$ cat src/rtl/csdf_acc_nch.sv
// csdf_acc_nch: N-channel cyclo-static accumulator actor.
//
// Each of NCH input FIFOs carries an independent flow. Every CNT tokens
// consumed from one channel produce one output token {tag, sum} on a single
// shared output FIFO. Per-channel contexts (count, partial sum) live in
// registers. A round-robin arbiter shares one adder across all channels.
//
// Optional feature (compile-time macro): CSDF_ACC_SAT_EN
//   defined   : accumulation saturates at 2^ACC_W-1
//   undefined : accumulation wraps modulo 2^ACC_W
//
// Ports:
//   ck        in   clock, rising edge
//   rst       in   asynchronous active-low reset
//   in_data   in   NCH*DATA_W, channel k at [k*DATA_W +: DATA_W]
//   in_empty  in   NCH, per-channel FIFO empty flag
//   in_read   out  NCH, per-channel FIFO pop (one-hot or zero)
//   out_full  in   output FIFO full flag
//   out_wr    out  output FIFO push
//   out_data  out  TAG_W+ACC_W, {tag, sum}; zero when out_wr is low
module csdf_acc_nch #(
  parameter int unsigned DATA_W = 32,
  parameter int unsigned ACC_W  = 34,
  parameter int unsigned NCH    = 4,
  parameter int unsigned TAG_W  = 2,
  parameter int unsigned CNT    = 4
) (
  input  logic                   ck,
  input  logic                   rst,
  input  logic [NCH*DATA_W-1:0]  in_data,
  input  logic [NCH-1:0]         in_empty,
  output logic [NCH-1:0]         in_read,
  input  logic                   out_full,
  output logic                   out_wr,
  output logic [TAG_W+ACC_W-1:0] out_data
);

  localparam int unsigned CntW = (CNT > 1) ? $clog2(CNT) : 1;
  localparam logic [CntW-1:0]  CntLast = CntW'(CNT - 1);
  localparam logic [TAG_W-1:0] PtrLast = TAG_W'(NCH - 1);

  // Per-channel contexts and the round-robin pointer.
  logic [CntW-1:0]  cnt_q [NCH];
  logic [CntW-1:0]  cnt_d [NCH];
  logic [ACC_W-1:0] acc_q [NCH];
  logic [ACC_W-1:0] acc_d [NCH];
  logic [TAG_W-1:0] rr_ptr_q, rr_ptr_d;

  // Eligibility. Gated by rst so outputs drop at once while reset is low,
  // independent of the input flags.
  logic [NCH-1:0] elig;

  always_comb begin
    elig = '0;
    for (int k = 0; k < NCH; k++) begin
      elig[k] = rst & ~in_empty[k] & ((cnt_q[k] != CntLast) | ~out_full);
    end
  end

  // Round-robin search starting at rr_ptr, wrapping at NCH-1 so the scan
  // index never leaves 0..NCH-1 even when NCH is not a power of two.
  logic             grant_vld;
  logic [TAG_W-1:0] grant_idx;
  logic [TAG_W-1:0] scan_idx;

  always_comb begin
    grant_vld = 1'b0;
    grant_idx = '0;
    scan_idx  = rr_ptr_q;
    for (int i = 0; i < NCH; i++) begin
      if (!grant_vld && elig[scan_idx]) begin
        grant_vld = 1'b1;
        grant_idx = scan_idx;
      end
      scan_idx = (scan_idx == PtrLast) ? '0 : scan_idx + TAG_W'(1);
    end
  end

  // Shared adder on the granted channel.
  logic [DATA_W-1:0] in_sel;
  logic [ACC_W-1:0]  in_ext;
  logic [ACC_W-1:0]  acc_sel;
  logic [ACC_W-1:0]  sum;
  logic              last;
`ifdef CSDF_ACC_SAT_EN
  logic              carry;
  logic [ACC_W-1:0]  sum_raw;
`endif

  always_comb begin
    in_sel  = in_data[grant_idx*DATA_W +: DATA_W];
    acc_sel = acc_q[grant_idx];
    last    = (cnt_q[grant_idx] == CntLast);
    in_ext  = '0;
    in_ext[DATA_W-1:0] = in_sel;
`ifdef CSDF_ACC_SAT_EN
    {carry, sum_raw} = {1'b0, acc_sel} + {1'b0, in_ext};
    sum = carry ? '1 : sum_raw;
`else
    sum = acc_sel + in_ext;
`endif
  end

  // Outputs: zero-latency pop and push on the final token of a batch.
  always_comb begin
    in_read  = grant_vld ? (NCH'(1) << grant_idx) : '0;
    out_wr   = grant_vld & last;
    out_data = out_wr ? {grant_idx, sum} : '0;
  end

  // Next-state: only the granted channel's context changes.
  always_comb begin
    for (int k = 0; k < NCH; k++) begin
      cnt_d[k] = cnt_q[k];
      acc_d[k] = acc_q[k];
    end
    rr_ptr_d = rr_ptr_q;
    if (grant_vld) begin
      if (last) begin
        cnt_d[grant_idx] = '0;
        acc_d[grant_idx] = '0;
      end else begin
        cnt_d[grant_idx] = cnt_q[grant_idx] + CntW'(1);
        acc_d[grant_idx] = sum;
      end
      rr_ptr_d = (grant_idx == PtrLast) ? '0 : grant_idx + TAG_W'(1);
    end
  end

  always_ff @(posedge ck or negedge rst) begin
    if (!rst) begin
      for (int k = 0; k < NCH; k++) begin
        cnt_q[k] <= '0;
        acc_q[k] <= '0;
      end
      rr_ptr_q <= '0;
    end else begin
      for (int k = 0; k < NCH; k++) begin
        cnt_q[k] <= cnt_d[k];
        acc_q[k] <= acc_d[k];
      end
      rr_ptr_q <= rr_ptr_d;
    end
  end

endmodule
$ cat config.mk
export PLATFORM = sky130hd
export DESIGN_NAME = csdf_acc_nch
export DESIGN_NICKNAME = d
export VERILOG_FILES = /design/src/rtl/csdf_acc_nch.sv
export SDC_FILE = /design/constraint.sdc
export NUM_CORES = 1
export LEC_CHECK = 0
export BUFFER_PORTS_ARGS = -buffer_cell sky130_fd_sc_hd__buf_2
export CAP_MARGIN = 20
export CELL_PAD_IN_SITES_DETAIL_PLACEMENT = 1
export CELL_PAD_IN_SITES_GLOBAL_PLACEMENT = 2
export CORE_MARGIN = 2
export CORE_UTILIZATION = 38
export CTS_BUF_LIST = sky130_fd_sc_hd__clkbuf_16
export DETAILED_ROUTE_END_ITERATION = 8
export PLACE_DENSITY_LB_ADDON = 0.1
export SKIP_LAST_GASP = 1
export SLEW_MARGIN = 20
export SYNTH_ARGS = -nofsm -noshare
export SYNTH_HDL_FRONTEND = slang
export SYNTH_SLANG_ARGS = --single-unit
export TNS_END_PERCENT = 10
$ cat constraint.sdc
create_clock -name ck -period 19.27 [get_ports ck]
set_clock_uncertainty 0.05 [all_clocks]
set_input_delay 3.854 -clock ck [delete_from_list [all_inputs] [get_ports ck]]
set_output_delay 3.854 -clock ck [all_outputs]
set_load 0.02 [all_outputs]
Word-level counts from Yosys, hierarchy flattened
Cells that the tools add are included.
{ "op_classes": {"n_addsub": 6, "n_shift": 2, "n_eq_ne": 9, "n_lt_le_gt_ge": 6, "bitwise": 23, "n_mux": 36, "n_reduce_logical": 7} }
{ "ops": {"columns": ["cell", "n"], "rows": [
  ["$and A136 B136 Y136", 1],
  ["$bwmux W136", 1],
  ["$mux W136", 1],
  ["$not A136 Y136", 1],
  ["$shiftx A128 B8 Y32", 1],
  ["$mux W34", 3],
  ["$bmux W34 S2", 1],
  ["$demux W34 S2", 1],
  ["$mux W36", 1],
  ["$add A34 B32 Y34", 1],
  ["$mux W2", 11],
  ["$lt A2 B3 Y1 const B", 4],
  ["$add A2 B1 Y2 const B", 5],
  ["$eq A2 B2 Y1 const B", 5],
  ["$and A1 B1 Y1", 9],
  ["$and A8 B8 Y8", 1],
  ["$bmux W1 S2", 4],
  ["$bwmux W8", 1],
  ["$mux W1", 8],
  ["$mux W8", 1],
  ["$ne A2 B2 Y1 const B", 4],
  ["$not A8 Y8", 1],
  ["$not A1 Y1", 5],
  ["$bmux W2 S2", 1],
  ["9 further kinds", 17]
]} }
{ "totals": {"reg_bits": 146, "word_cells": 98} }

Depth between registers and ports, before layout
{ "logic_depth": {"ltp_word": 23, "depth_mapped": 22} }

Least setup slack after synthesis
Ideal clock, no wire load.
{ "synth_path": {"path_type": "input-to-output", "from": "in out_full", "to": "out out_data[32]", "t_arrival_ns": 8.411, "cell_stages": 20, "slack_ns": 6.955, "path_buffers": 4, "path_cell_list": "nand3_1 > and3b_1 > clkbuf_1 > mux4_2 > o21bai_1 > a21o_1 > buf_2 > inv_1 > clkbuf_1 > clkbuf_1 > a21oi_1 > ha_1 > nor2b_1 > o31a_1 > o2111a_1 > o211ai_1 > a211oi_1 > or4_1 > and3_1 > nor3_1"} }
{ "synth_via": {"elab_chain_cells": 22, "elab_cells_between_ends": 43} }
{ "synth_rtl": {"columns": ["item", "line", "rtl"], "rows": [
  ["start: declaration", "33", "input logic out_full,"],
  ["$not A1 Y1 *", "56", "elig[k] = rst & ~in_empty[k] & ((cnt_q[k] != CntLast) | ~out_full);"],
  ["branches (longest 20 deep; another with $bmux W1 S2)", null, null],
  ["$mux W36 *", "108", "out_data = out_wr ? {grant_idx, sum} : '0;"],
  ["end: declaration", "35", "output logic [TAG_W+ACC_W-1:0] out_data"]
]} }
Mark *: on every way between the ends. The select of a mux whose other input is x is not followed.

Worst setup path in the final report
{ "layout_path": {"from": "in rst", "to": "out out_data[30]"} }
{ "layout_via": {"elab_chain_cells": 21, "elab_cells_between_ends": 42} }
{ "layout_rtl": {"columns": ["item", "line", "rtl"], "rows": [
  ["start: declaration", "29", "input logic rst,"],
  ["branches (longest 20 deep; another with $bmux W1 S2)", null, null],
  ["$mux W36 *", "108", null]
]} }
Marks and branches as above.

==> flow_summary.html <==
<table>
<tr><th>Metric</th><th>Value</th></tr>
<tr><th colspan="2">Clock tree</th></tr>
<tr><td>CTS tree</td><td>built</td></tr>
<tr><td>Maximum number of buffers from clock root to sink</td><td>2</td></tr>
<tr><td>Number of levels in the clock H-tree</td><td>4</td></tr>
<tr><td>Clock-pin slew on the worst setup and hold paths</td><td>0.06 ns</td></tr>
<tr><td>Clk sinks</td><td>around 150</td></tr>
<tr><td>Source-to-sink clock delay at the later pin of the worst-skew pair</td><td>between 0.4 and 0.5 ns</td></tr>
<tr><td>Clock buffers created by TritonCTS</td><td>17</td></tr>
<tr><td>Root buffer selected by CTS</td><td>sky130_fd_sc_hd__clkbuf_16</td></tr>
<tr><td>Post-CTS Repair Setup Buffers</td><td>0</td></tr>
<tr><td>Post-cts gate resize count</td><td>0</td></tr>
<tr><td>Hold buffer count at cts</td><td>0</td></tr>
<tr><th colspan="2">Worst setup path</th></tr>
<tr><td>Kind of cell adding the most delay to the critical path</td><td>buffers and inverters</td></tr>
<tr><td>Slowest cell on the critical path</td><td>sky130_fd_sc_hd__buf_4</td></tr>
<tr><td>Cells along the critical path</td><td>buf_6 &gt; nand2b_1 &gt; nor2_1 &gt; mux4_2 &gt; a31oi_1 &gt; a21o_1 &gt; inv_4 &gt; buf_4 &gt; a211oi_1 &gt; a21oi_1 &gt; ha_1 &gt; inv_1 &gt; fa_1 &gt; nor2b_1 &gt; o31a_1 &gt; o2111a_1 &gt; o211ai_1 &gt; a211oi_1 &gt; o311ai_0 &gt; and3_1 &gt; nor3_1 &gt; buf_2</td></tr>
<tr><td>Worst setup path start</td><td>rst</td></tr>
<tr><td>Worst Path Buf+Inv</td><td>5</td></tr>
<tr><td>Cell seen most often among critical-path stages</td><td>sky130_fd_sc_hd__a211oi_1</td></tr>
<tr><td>CP max stage delay</td><td>about 0.76 ns</td></tr>
<tr><td>Required time of the critical path</td><td>roughly 15 ns</td></tr>
<tr><td>Worst endpoint data arrival time</td><td>between 10 and 15 ns</td></tr>
<tr><td>Kind of end point of the critical path</td><td>output port</td></tr>
<tr><td>Type of the worst setup path</td><td>in2out</td></tr>
<tr><td>Critical-path maximum fanout</td><td>93</td></tr>
<tr><td>Worst setup slack for register-to-register paths</td><td>roughly 13 ns</td></tr>
<tr><td>Source of the worst register-to-register timing path</td><td>rr_ptr_q[0]$_DFFE_PN0P_</td></tr>
<tr><td>Worst Setup Start Kind</td><td>input pin</td></tr>
<tr><th colspan="2">Yosys</th></tr>
<tr><td>Instance count of the mapped netlist</td><td>between 1k and 1.5k</td></tr>
<tr><td>Mean post-synth cell area</td><td>9.383 um^2</td></tr>
<tr><td>List of most frequent post-synthesis cells</td><td>146 x sky130_fd_sc_hd__dfrtp_1, 99 x sky130_fd_sc_hd__a21oi_1, 78 x sky130_fd_sc_hd__mux2_2, 72 x sky130_fd_sc_hd__nand2_1, 71 x sky130_fd_sc_hd__and2_1</td></tr>
<tr><td>Mapped cell area</td><td>between 0.01 and 0.015 mm^2</td></tr>
<tr><td>Area leader, netlist</td><td>sky130_fd_sc_hd__dfrtp_1</td></tr>
<tr><td>Count of yosys warnings during synthesis</td><td>0</td></tr>
<tr><td>Post-synthesis sequential area ratio</td><td>0.3629</td></tr>
<tr><td>Most area-consuming cells after synthesis</td><td>sky130_fd_sc_hd__dfrtp_1 36%, sky130_fd_sc_hd__mux2_2 8.7%, sky130_fd_sc_hd__mux2i_1 7.0%, sky130_fd_sc_hd__a21oi_1 4.9%, sky130_fd_sc_hd__a211oi_1 4.8%</td></tr>
<tr><td>Synth async-reset ratio</td><td>1.000</td></tr>
<tr><td>Number of nets in the synthesized netlist</td><td>~1.2k</td></tr>
<tr><td>Post-synth cell types</td><td>65</td></tr>
<tr><td>Main synth FF type</td><td>sky130_fd_sc_hd__dfrtp_1</td></tr>
<tr><td>Proportion of netlist area held by the largest area contributor</td><td>0.3629</td></tr>
<tr><td>Number of storage elements in the synthesis netlist</td><td>around 150</td></tr>
<tr><td>Most frequently used cell type in the post-synthesis netlist</td><td>sky130_fd_sc_hd__dfrtp_1</td></tr>
<tr><td>Number of synthesized flops with an enable pin</td><td>0</td></tr>
<tr><th colspan="2">Cells and area</th></tr>
<tr><td>Number of diodes</td><td>0</td></tr>
<tr><td>Post-layout net count</td><td>1378</td></tr>
<tr><td>Share of layout cells above drive strength 1</td><td>0.2654</td></tr>
<tr><td>Final standard cell count with taps included and fillers excluded</td><td>roughly 1.6k</td></tr>
<tr><td>Area growth from synthesis to layout</td><td>16.52%</td></tr>
<tr><th colspan="2">STA</th></tr>
<tr><td>Least-Margin Pin Slew</td><td>0.9283 ns</td></tr>
<tr><td>Fmax</td><td>around 70 MHz</td></tr>
<tr><td>Unrepaired setup endpoints after global routing</td><td>false</td></tr>
<tr><td>Final slew viol count</td><td>0</td></tr>
<tr><td>Fin. Hold Viols</td><td>0</td></tr>
<tr><td>Period utilisation layout</td><td>0.7397</td></tr>
<tr><td>Setup-violating endpoint count in the final report</td><td>0</td></tr>
<tr><td>Final total negative setup slack</td><td>0 ns</td></tr>
<tr><td>Clock period minus final worst setup slack</td><td>approximately 14 ns</td></tr>
<tr><td>Worst slew margin relative to its limit</td><td>0.3805</td></tr>
<tr><th colspan="2">Global routing</th></tr>
<tr><td>Global-route wire length before repair</td><td>51.78 mm</td></tr>
<tr><td>Maximum number of pins on one net before global-route repair</td><td>a little over 100</td></tr>
<tr><td>Vias in the first global route</td><td>9221</td></tr>
<tr><td>Number of antenna violations at the first check in global routing</td><td>0</td></tr>
<tr><td>Total routing resource utilization after global routing</td><td>0.2326</td></tr>
<tr><td>Grt total ovfl</td><td>0</td></tr>
<tr><th colspan="2">Routing</th></tr>
<tr><td>Average detailed-routed wire length per instance</td><td>just over 20 um</td></tr>
<tr><td>Drt total wl</td><td>31.77 mm</td></tr>
<tr><td>Antenna-violating nets left</td><td>0</td></tr>
<tr><td># DRC</td><td>0</td></tr>
<tr><td>Via density</td><td>5.591</td></tr>
<tr><td>Violation count after the first detailed-route iteration</td><td>between 300 and 400</td></tr>
<tr><td>Total via count in the routed design</td><td>~8.7k</td></tr>
<tr><td>Detailed Routing Iterations Pass 1</td><td>4</td></tr>
<tr><th colspan="2">Placement</th></tr>
<tr><td>HPWL reported at the end of detailed placement</td><td>roughly 22 mm</td></tr>
<tr><td>Placed cell count</td><td>between 1.5k and 2k</td></tr>
<tr><td>Number of port buffers</td><td>175</td></tr>
<tr><td>Weighted congestion reported at the end of routability-driven placement</td><td>roughly 0.85</td></tr>
<tr><th colspan="2">Floorplan</th></tr>
<tr><td>Core Region</td><td>0.02606 mm^2</td></tr>
<tr><td>DIE HEIGHT</td><td>about 170 um</td></tr>
<tr><td>Boundary Pins</td><td>176</td></tr>
<tr><td>Row cnt</td><td>59</td></tr>
<tr><td>Starting Density</td><td>0.3864</td></tr>
<tr><td>Floorplan die width</td><td>166.8 um</td></tr>
<tr><td>Full die area</td><td>0.02781 mm^2</td></tr>
<tr><th colspan="2">Min path</th></tr>
<tr><td>HP Class</td><td>reg2reg</td></tr>
<tr><td>Hold Path Origin</td><td>acc_q[54]$_DFFE_PN0P_</td></tr>
<tr><th colspan="2">Status</th></tr>
<tr><td>Status</td><td>finished, final reports clean</td></tr>
<tr><th colspan="2">Flow run</th></tr>
<tr><td>Number of maximum-capacitance constraint violations</td><td>0</td></tr>
</table>
## per-layer routing
layer | track usage | wire, um | up-vias
met5 | 0 | 0 | -
met2 | 0.3931 | 15330 | 141
li1 | - | - | 4183
met3 | 0.03446 | 1096 | 20
met1 | 0.3205 | 15110 | 4333
met4 | 0.04123 | 241 | 0
## kinds of logic (layout without fill, tap and decap cells)
family / after synthesis / count (layout) / share of synthesized area
DFF: 146 / 146 / 0.3629
muxes: 151 / 151 / 0.1635
AOI/OAI and AO/OA: 322 / 322 / 0.2169
buffers and inverters: 101 / 245 / 0.03977
xor gates and xnor gates: 22 / 22 / 0.01914
adders and majority gates: 39 / 39 / 0.04921
and+or+nand+nor: 292 / 292 / 0.1486
## worst paths after layout
path	to	cells after the start
worst max-delay path	out_data[30]	22
worst max register to register	acc_q[30]$_DFFE_PN0P_	21
worst min-delay path	acc_q[54]$_DFFE_PN0P_	2
max in group asynchronous	acc_q[10]$_DFFE_PN0P_	2
min in group asynchronous	rr_ptr_q[0]$_DFFE_PN0P_	1
worst min register to register	acc_q[54]$_DFFE_PN0P_	2
## cell usage in the layout (no fill, tap or decap), drive strengths merged, types with 8 or more instances in the layout
cell	Yosys	routed
nor3	11	11
dfrtp	146	146
nand2b	12	12
clkbuf	48	17
xnor2	10	10
o31ai	16	16
or2	10	10
buf	25	185
mux2i	70	70
ha	38	38
o21ai	41	41
mux2	78	78
nor2	57	57
nand2	72	72
a211oi	65	65
inv	28	34
a21oi	102	102
nand3	21	21
and2	76	76
a22o	20	20
a21o	21	21
and3	8	8
xor2	12	12
## worst min-delay path: cells and delay by family, from the launching register on
kind | cells | cell delay [ns]
DFF | 1 | 0.34
and+or+nand+nor | 1 | 0.05
AOI/OAI and AO/OA | 1 | 0.05
## final cells by class
type / count / area [um^2]
Multi-Input combinational cell: 826 / 6017
Inverter: 28 / 110.1
Tap cell: 335 / 419.2
Timing Repair Buffer: 185 / 969.7
Sequential cell: 146 / 3654
Clock buffer: 17 / 425.4
Clock inverter: 15 / 136.4
Fill cell: 3019 / 14330
## metrics by stage
stage / hold WS [ns] / setup slack (ns) / util / cell area [um^2]
3_5_place_dp: 0.4140 / 4.794 / 0.4286 / 11170
4_1_cts: 0.4284 / 4.804 / 0.4502 / 11730
5_1_grt: 0.4591 / 4.234 / 0.4502 / 11730
2_1_floorplan: 0.3902 / 6.955 / - / 10070
6_report: 0.4244 / 5.015 / 0.4502 / 11730
3_3_place_gp: 0.4040 / 5.005 / 0.4286 / 11170
## flip-flops by register name, summed over array words and instances, names as in the netlist
name / flops
cnt_q: 8
rr_ptr_q: 2
acc_q: 136
Power is not shown: default switching activity piles up to over one toggle a cycle in this logic, so the estimate is an artifact.
